===== src/rtl/tart_capture_pkg.sv =====
// tart_capture_pkg: shared constants, output FSM encoding and sample sizing for the capture framer
package tart_capture_pkg;
   localparam logic [15:0] SYNC_WORD_DEF = 16'hA55A;
   localparam int HEAD_BYTES = 4;
   typedef enum logic [1:0] {ST_IDLE, ST_HEAD, ST_DATA, ST_XSUM} state_t;
   function automatic int sbytes(input int ant);
      return (2 * ant + 7) / 8;
   endfunction
endpackage


===== src/rtl/sig_capture_framer_if.sv =====
// sig_capture_framer_if: 8-bit AXI-Stream byte channel
interface sig_capture_framer_if;
   logic       tvalid;
   logic       tready;
   logic       tlast;
   logic [7:0] tdata;
   modport master (output tvalid, tlast, tdata, input tready);
   modport slave (input tvalid, tlast, tdata, output tready);
endinterface


===== src/rtl/sig_sample_fifo.sv =====
// sig_sample_fifo: first-word fall-through sample FIFO of 2**ABITS words
module sig_sample_fifo #(
   parameter int WIDTH = 48,
   parameter int ABITS = 4
) (
   input  logic             clock,
   input  logic             arst_n,
   input  logic             wr,
   input  logic [WIDTH-1:0] wdata,
   input  logic             rd,
   output logic [WIDTH-1:0] rdata,
   output logic             full,
   output logic             empty
);
   logic [WIDTH-1:0] mem [2**ABITS];
   logic [ABITS-1:0] wptr, rptr;
   logic [ABITS:0]   count;
   assign rdata = mem[rptr];
   assign full  = count[ABITS];
   assign empty = count == '0;
   always_ff @(posedge clock)
      if (wr) mem[wptr] <= wdata;
   always_ff @(posedge clock or negedge arst_n)
      if (!arst_n) begin
         wptr  <= '0;
         rptr  <= '0;
         count <= '0;
      end else begin
         wptr  <= wptr + ABITS'(wr);
         rptr  <= rptr + ABITS'(rd);
         count <= count + (ABITS+1)'(wr) - (ABITS+1)'(rd);
      end
endmodule


===== src/rtl/sig_capture_framer.sv =====
// sig_capture_framer: TART raw-signal capture framer, antenna samples -> framed 8-bit AXI-Stream.
// Define SIG_CAPTURE_XSUM_EN to append an XOR checksum byte (carrying tlast) to every frame.
module sig_capture_framer
   import tart_capture_pkg::*;
#(
   parameter int          ANTENNAS      = 24,
   parameter int          FRAME_SAMPLES = 256,
   parameter int          FIFO_ABITS    = 4,
   parameter logic [15:0] SYNC_WORD     = SYNC_WORD_DEF
) (
   input  logic                clock,
   input  logic                arst_n,
   input  logic                cap_enable_i,
   input  logic                sig_valid_i,
   input  logic [ANTENNAS-1:0] sig_idata_i,
   input  logic [ANTENNAS-1:0] sig_qdata_i,
   sig_capture_framer_if.master m,
   output logic                frame_busy_o,
   output logic [15:0]         ovf_count_o
);
   localparam int SB  = sbytes(ANTENNAS);
   localparam int W   = SB * 8;
   localparam int SCW = $clog2(FRAME_SAMPLES + 1);
   localparam int BCW = $clog2(SB + 1);
   state_t         state;
   logic           frame_open, ovf, full, empty, accept, wr, rd, adv, drop;
   logic [SCW-1:0] wcnt, scnt;
   logic [BCW-1:0] bcnt;
   logic [1:0]     hcnt;
   logic [14:0]    seq;
   logic [7:0]     xsum, hbyte, dbyte;
   logic [W-1:0]   word, rdata;
   assign word   = W'({sig_qdata_i, sig_idata_i});
   assign adv    = !m.tvalid || m.tready;
   // A word leaves the FIFO as soon as its last byte is latched into the output register.
   assign rd     = adv && state == ST_DATA && !empty && bcnt == BCW'(SB - 1);
   assign accept = sig_valid_i && (cap_enable_i || frame_open);
   assign wr     = accept && (!full || rd);
   assign drop   = accept && !wr;
   assign frame_busy_o = frame_open || state != ST_IDLE || m.tvalid;
   assign hbyte  = hcnt == 2'd1 ? SYNC_WORD[7:0] : hcnt == 2'd2 ? seq[7:0] : {ovf, seq[14:8]};
   assign dbyte  = rdata[8*bcnt +: 8];
   sig_sample_fifo #(.WIDTH(W), .ABITS(FIFO_ABITS)) u_fifo (
      .clock(clock), .arst_n(arst_n), .wr(wr), .wdata(word), .rd(rd),
      .rdata(rdata), .full(full), .empty(empty)
   );
   always_ff @(posedge clock or negedge arst_n)
      if (!arst_n) begin
         frame_open  <= 1'b0;
         wcnt        <= '0;
         ovf_count_o <= '0;
      end else begin
         if (wr) begin
            wcnt       <= wcnt == SCW'(FRAME_SAMPLES - 1) ? '0 : wcnt + 1'b1;
            frame_open <= wcnt != SCW'(FRAME_SAMPLES - 1);
         end
         if (drop && ovf_count_o != 16'hFFFF) ovf_count_o <= ovf_count_o + 1'b1;
      end
   always_ff @(posedge clock or negedge arst_n)
      if (!arst_n) begin
         state    <= ST_IDLE;
         hcnt     <= '0;
         bcnt     <= '0;
         scnt     <= '0;
         seq      <= '0;
         xsum     <= '0;
         ovf      <= 1'b0;
         m.tvalid <= 1'b0;
         m.tlast  <= 1'b0;
         m.tdata  <= '0;
      end else begin
         if (adv && state == ST_HEAD && hcnt == 2'(HEAD_BYTES - 1)) ovf <= 1'b0;
         if (drop) ovf <= 1'b1;
         if (adv)
            case (state)
               ST_IDLE: begin
                  m.tvalid <= !empty;
                  m.tlast  <= 1'b0;
                  if (!empty) begin
                     m.tdata <= SYNC_WORD[15:8];
                     xsum    <= SYNC_WORD[15:8];
                     hcnt    <= 2'd1;
                     state   <= ST_HEAD;
                  end
               end
               ST_HEAD: begin
                  m.tdata <= hbyte;
                  xsum    <= xsum ^ hbyte;
                  hcnt    <= hcnt + 1'b1;
                  if (hcnt == 2'(HEAD_BYTES - 1)) begin
                     bcnt  <= '0;
                     scnt  <= '0;
                     state <= ST_DATA;
                  end
               end
               ST_DATA: begin
                  m.tvalid <= !empty;
                  if (!empty) begin
                     m.tdata <= dbyte;
                     xsum    <= xsum ^ dbyte;
                     bcnt    <= rd ? '0 : bcnt + 1'b1;
                     if (rd) begin
                        scnt <= scnt + 1'b1;
                        if (scnt == SCW'(FRAME_SAMPLES - 1)) begin
`ifdef SIG_CAPTURE_XSUM_EN
                           state <= ST_XSUM;
`else
                           m.tlast <= 1'b1;
                           seq     <= seq + 1'b1;
                           state   <= ST_IDLE;
`endif
                        end
                     end
                  end
               end
               default: begin
                  m.tdata <= xsum;
                  m.tlast <= 1'b1;
                  seq     <= seq + 1'b1;
                  state   <= ST_IDLE;
               end
            endcase
      end
endmodule


===== src/flat_wrapper.sv =====
// flat-port wrapper written by rule: the top's interface ports become plain ports
module sig_capture_framer_flat import tart_capture_pkg::*;
#(
   parameter int          ANTENNAS      = 24,
   parameter int          FRAME_SAMPLES = 256,
   parameter int          FIFO_ABITS    = 4,
   parameter logic [15:0] SYNC_WORD     = SYNC_WORD_DEF
)
  (clock, arst_n, cap_enable_i, sig_valid_i, sig_idata_i, sig_qdata_i, frame_busy_o, ovf_count_o, m_tvalid, m_tlast, m_tdata, m_tready);
  sig_capture_framer_if m_i ();
  input  logic clock;
  input  logic arst_n;
  input  logic cap_enable_i;
  input  logic sig_valid_i;
  input  logic [ANTENNAS-1:0] sig_idata_i;
  input  logic [ANTENNAS-1:0] sig_qdata_i;
  output logic frame_busy_o;
  output logic [15:0] ovf_count_o;
  output wire logic [$bits(m_i.tvalid)-1:0] m_tvalid;
  output wire logic [$bits(m_i.tlast)-1:0] m_tlast;
  output wire logic [$bits(m_i.tdata)-1:0] m_tdata;
  input wire logic [$bits(m_i.tready)-1:0] m_tready;
  assign m_tvalid = m_i.tvalid;
  assign m_tlast = m_i.tlast;
  assign m_tdata = m_i.tdata;
  assign m_i.tready = m_tready;
  sig_capture_framer #(.ANTENNAS(ANTENNAS), .FRAME_SAMPLES(FRAME_SAMPLES), .FIFO_ABITS(FIFO_ABITS), .SYNC_WORD(SYNC_WORD)) u_core (.clock(clock), .arst_n(arst_n), .cap_enable_i(cap_enable_i), .sig_valid_i(sig_valid_i), .sig_idata_i(sig_idata_i), .sig_qdata_i(sig_qdata_i), .m(m_i), .frame_busy_o(frame_busy_o), .ovf_count_o(ovf_count_o));
endmodule

===== config.mk =====
export PLATFORM = sky130hd
export DESIGN_NAME = sig_capture_framer_flat
export DESIGN_NICKNAME = d
export VERILOG_FILES = /design/src/rtl/tart_capture_pkg.sv /design/src/rtl/sig_capture_framer_if.sv /design/src/rtl/sig_sample_fifo.sv /design/src/rtl/sig_capture_framer.sv /design/src/flat_wrapper.sv
export SDC_FILE = /design/constraint.sdc
export NUM_CORES = 1
export LEC_CHECK = 0
export BUFFER_PORTS_ARGS = -buffer_cell sky130_fd_sc_hd__buf_2
export CORE_MARGIN = 2
export CORE_UTILIZATION = 45
export DETAILED_ROUTE_END_ITERATION = 6
export SLEW_MARGIN = 20
export SYNTH_ARGS = -nofsm -noshare
export SYNTH_HDL_FRONTEND = slang
export SYNTH_SLANG_ARGS = --single-unit

===== constraint.sdc =====
create_clock -name clock -period 5.2 [get_ports clock]
set_clock_uncertainty 0.05 [all_clocks]
set_input_delay 1.04 -clock clock [delete_from_list [all_inputs] [get_ports clock]]
set_output_delay 1.04 -clock clock [all_outputs]
set_load 0.05 [all_outputs]

==> qor.csv <==
metric,value,unit
status,"complete, no violations",
drcViolationCount,0,
core_area,75800,µm²
dieArea,78700,µm²
seq_area_frac_synth,73.4,%
htreeDepth,3,
post_cts_resized,0,
synth_fp_nets,1952,
grtUsageTotal,21.1,%
core.rowCount,101,
ant_nets,0,
start_util,45.4,%
period_share,75.0,%
p_leak,0.0125,µW
via_per_inst,5.88,
postCtsHoldBufs,0,
dpl.cell_count,2888,
synth_seq_cells,857,
drt_iter0_markers,1667,
timing.final.ws_setup,1.30,ns
drive_above_1_share,21.2,%
yosys.area.top_type,edfxtp_1,
critPathKind,reg2reg,
finalNonFillerCells,3055,
grt_max_degree,86,
antenna_found_initial,8,
synthFlopType,edfxtp_1,
fmax,0.256,GHz
die_w,281,µm
syn_to_final_growth,13.3,%
nets,2080,
cts_root_buf,clkbuf_16,
finalCriticalPeriod,3.90,ns
ir_worst_vdd,246,µV
setup_viol,0,
synth_cell_types,72,
ys_warn_count,0,
numClockSinks,857,
fillerInstances,6042,
drv_slew,0,
max_cap_viol_count,0,
syn-cell-area,34400,µm²
tightest_slew,1.14,ns
wl_per_cell,26.8,µm
port_buffers,79,
synth_top_area_share,67.0,%
cp.arrival,4.34,ns
hold_path.class,in2async,
insertion_delay,0.64,ns
grt.overflow.total,0,
avgSynthCellArea,18.4,µm²
pre_cts_slack,1.36,ns
hpwl,48600,µm
worstPathMaxFanout,41,
num_vias,18000,
finalSetupTns,0,ns
synthCells,1873,
cts_setup_buffers,0,
clkSlewWorstSetupHoldPaths,0.06,ns
routed_wl,81900,µm
die_y,281,µm
cts_buffers,89,
synth.area.top_cells,"edfxtp_1 (67%), mux4_2 (8.8%), dfrtp_1 (6.5%)",
cp.required,5.64,ns
critPathCaptureType,flop,
critPathLaunchType,flop,
first_global_vias,18500,
relSlewSlack,24.1,%
grt_pass1_wl,122000,µm
place_congestion,0.797,
synth_edf_count,768,
pwr_density_cell,422,nW/µm²
firstDrtPassIters,5,
ios,80,
clockBufferDepth,3,
rsz0062_at_grt,false,
synthArstFlopShare,10.4,%
finalHoldViolations,0,
cts_tree,done,
sequential cells by signal (all words and copies together) (netlist names), 2 cells and up:
name / flops
u_core.xsum: 8
u_core.hcnt: 2
u_core.scnt: 9
u_core.u_fifo.rptr: 4
u_core.bcnt: 3
u_core.state: 2
u_core.u_fifo.count: 5
u_core.seq: 15
u_core.u_fifo.wptr: 4
u_core.wcnt: 9
u_core.m.tdata: 8
u_core.u_fifo.mem: 768
u_core.ovf_count_o: 16
synth_stat cells, drive strengths merged, types with 7 or more instances:
library cell  instances
nor2b                20
a31oi                15
xor2                 15
nand2b               16
mux4                136
a2111oi               8
nor2                 67
o22ai                25
mux2                  8
mux2i               123
a22oi                16
a211oi               11
nor3                 24
o21a                 15
a21oi                40
and2                 10
nand2                77
buf                  61
nand4                16
ha                   25
o31ai                10
o21ai                35
edfxtp              768
and3                  9
a211o                 7
nand3                27
xnor2                31
or2                   8
o221ai               45
inv                  37
nor4                  7
clkbuf               30
dfrtp                89
critical path: stages (launching register included):
cell	delay [ns]
dfrtp_4	0.90
buf_4	0.43
mux4_2	0.25
nand2_1	0.05
and3_1	0.20
o41ai_1	0.92
nand4_1	0.33
a2111oi_0	0.50
a311oi_1	0.09
logic make-up after synthesis:
| logic type | share of synthesized area [%] |
|---|---|
| AOI/OAI and AO/OA | 5.24 |
| xor gates and xnor gates | 1.17 |
| adders and majority gates | 0.967 |
| buffers and inverters | 2.23 |
| DFF | 73.4 |
| muxes | 12.7 |
| and+or+nand+nor | 4.20 |
layout by cell type (no fill, tap or decap), drive strengths merged, types with 27 or more instances in the layout:
cell and count:
mux4 136, o21ai 35, nand3 27, nor2 67, nand2 77, dfrtp 89
buf 128, clkbuf 116, o221ai 45, clkinv 38, xnor2 31, inv 40
a21oi 40, edfxtp 768, mux2i 123
metrics by stage:
step	total power (µW)	instance area [µm²]	hold slack, ns	util, %
2_1_floorplan	9580	34500	0.384	-
3_3_place_gp	10300	36100	0.413	47.6
3_5_place_dp	10300	36100	0.403	47.6
4_1_cts	16600	39000	0.317	51.4
5_1_grt	17100	39000	0.352	51.4
6_report	16500	39000	0.338	51.5
metal layers:
layer  track usage, %  share of wire (%)  vias to the layer above
met5                0              0.050                        -
met1             29.3                 43                     9410
li1                 -                  -                     7831
met4             5.48                2.1                        6
met2             34.0                 48                      595
met3             4.59                7.0                      120
layout make-up:
class                           count  area, µm²  share of cell area, %
Multi-Input combinational cell    887       8530                   21.9
Clock inverter                     50        499                   1.28
Inverter                           38        143                  0.366
Timing Repair Buffer              128        916                   2.35
Clock buffer                      116       2390                   6.13
Antenna cell                        1       2.50                0.00641
Sequential cell                   857      25300                   64.9
Tap cell                          978       1220                   3.14
final timing paths:
path | to | cells past startpoint | slack, ns | from
worst min-delay path | u_core.ovf_count_o[15] | 1 | 0.34 | arst_n
max in group asynchronous | u_core.seq[8] | 2 | 3.63 | arst_n
worst max-delay path | u_core.xsum[7] | 8 | 1.30 | u_core.u_fifo.rptr[2]
min in group clock | u_core.seq[14] | 1 | 0.41 | u_core.seq[14]
worst min register to register | u_core.seq[14] | 1 | 0.41 | u_core.seq[14]
worst max register to register | u_core.xsum[7] | 8 | 1.30 | u_core.u_fifo.rptr[2]
report_power, final:
part | internal [µW] | switching, µW | total, µW
logic | 587 | 1310 | 1900
registers | 8020 | 272 | 8290
clock network | 3660 | 2630 | 6280
No activity file was read; power rests on OpenSTA's default activity.
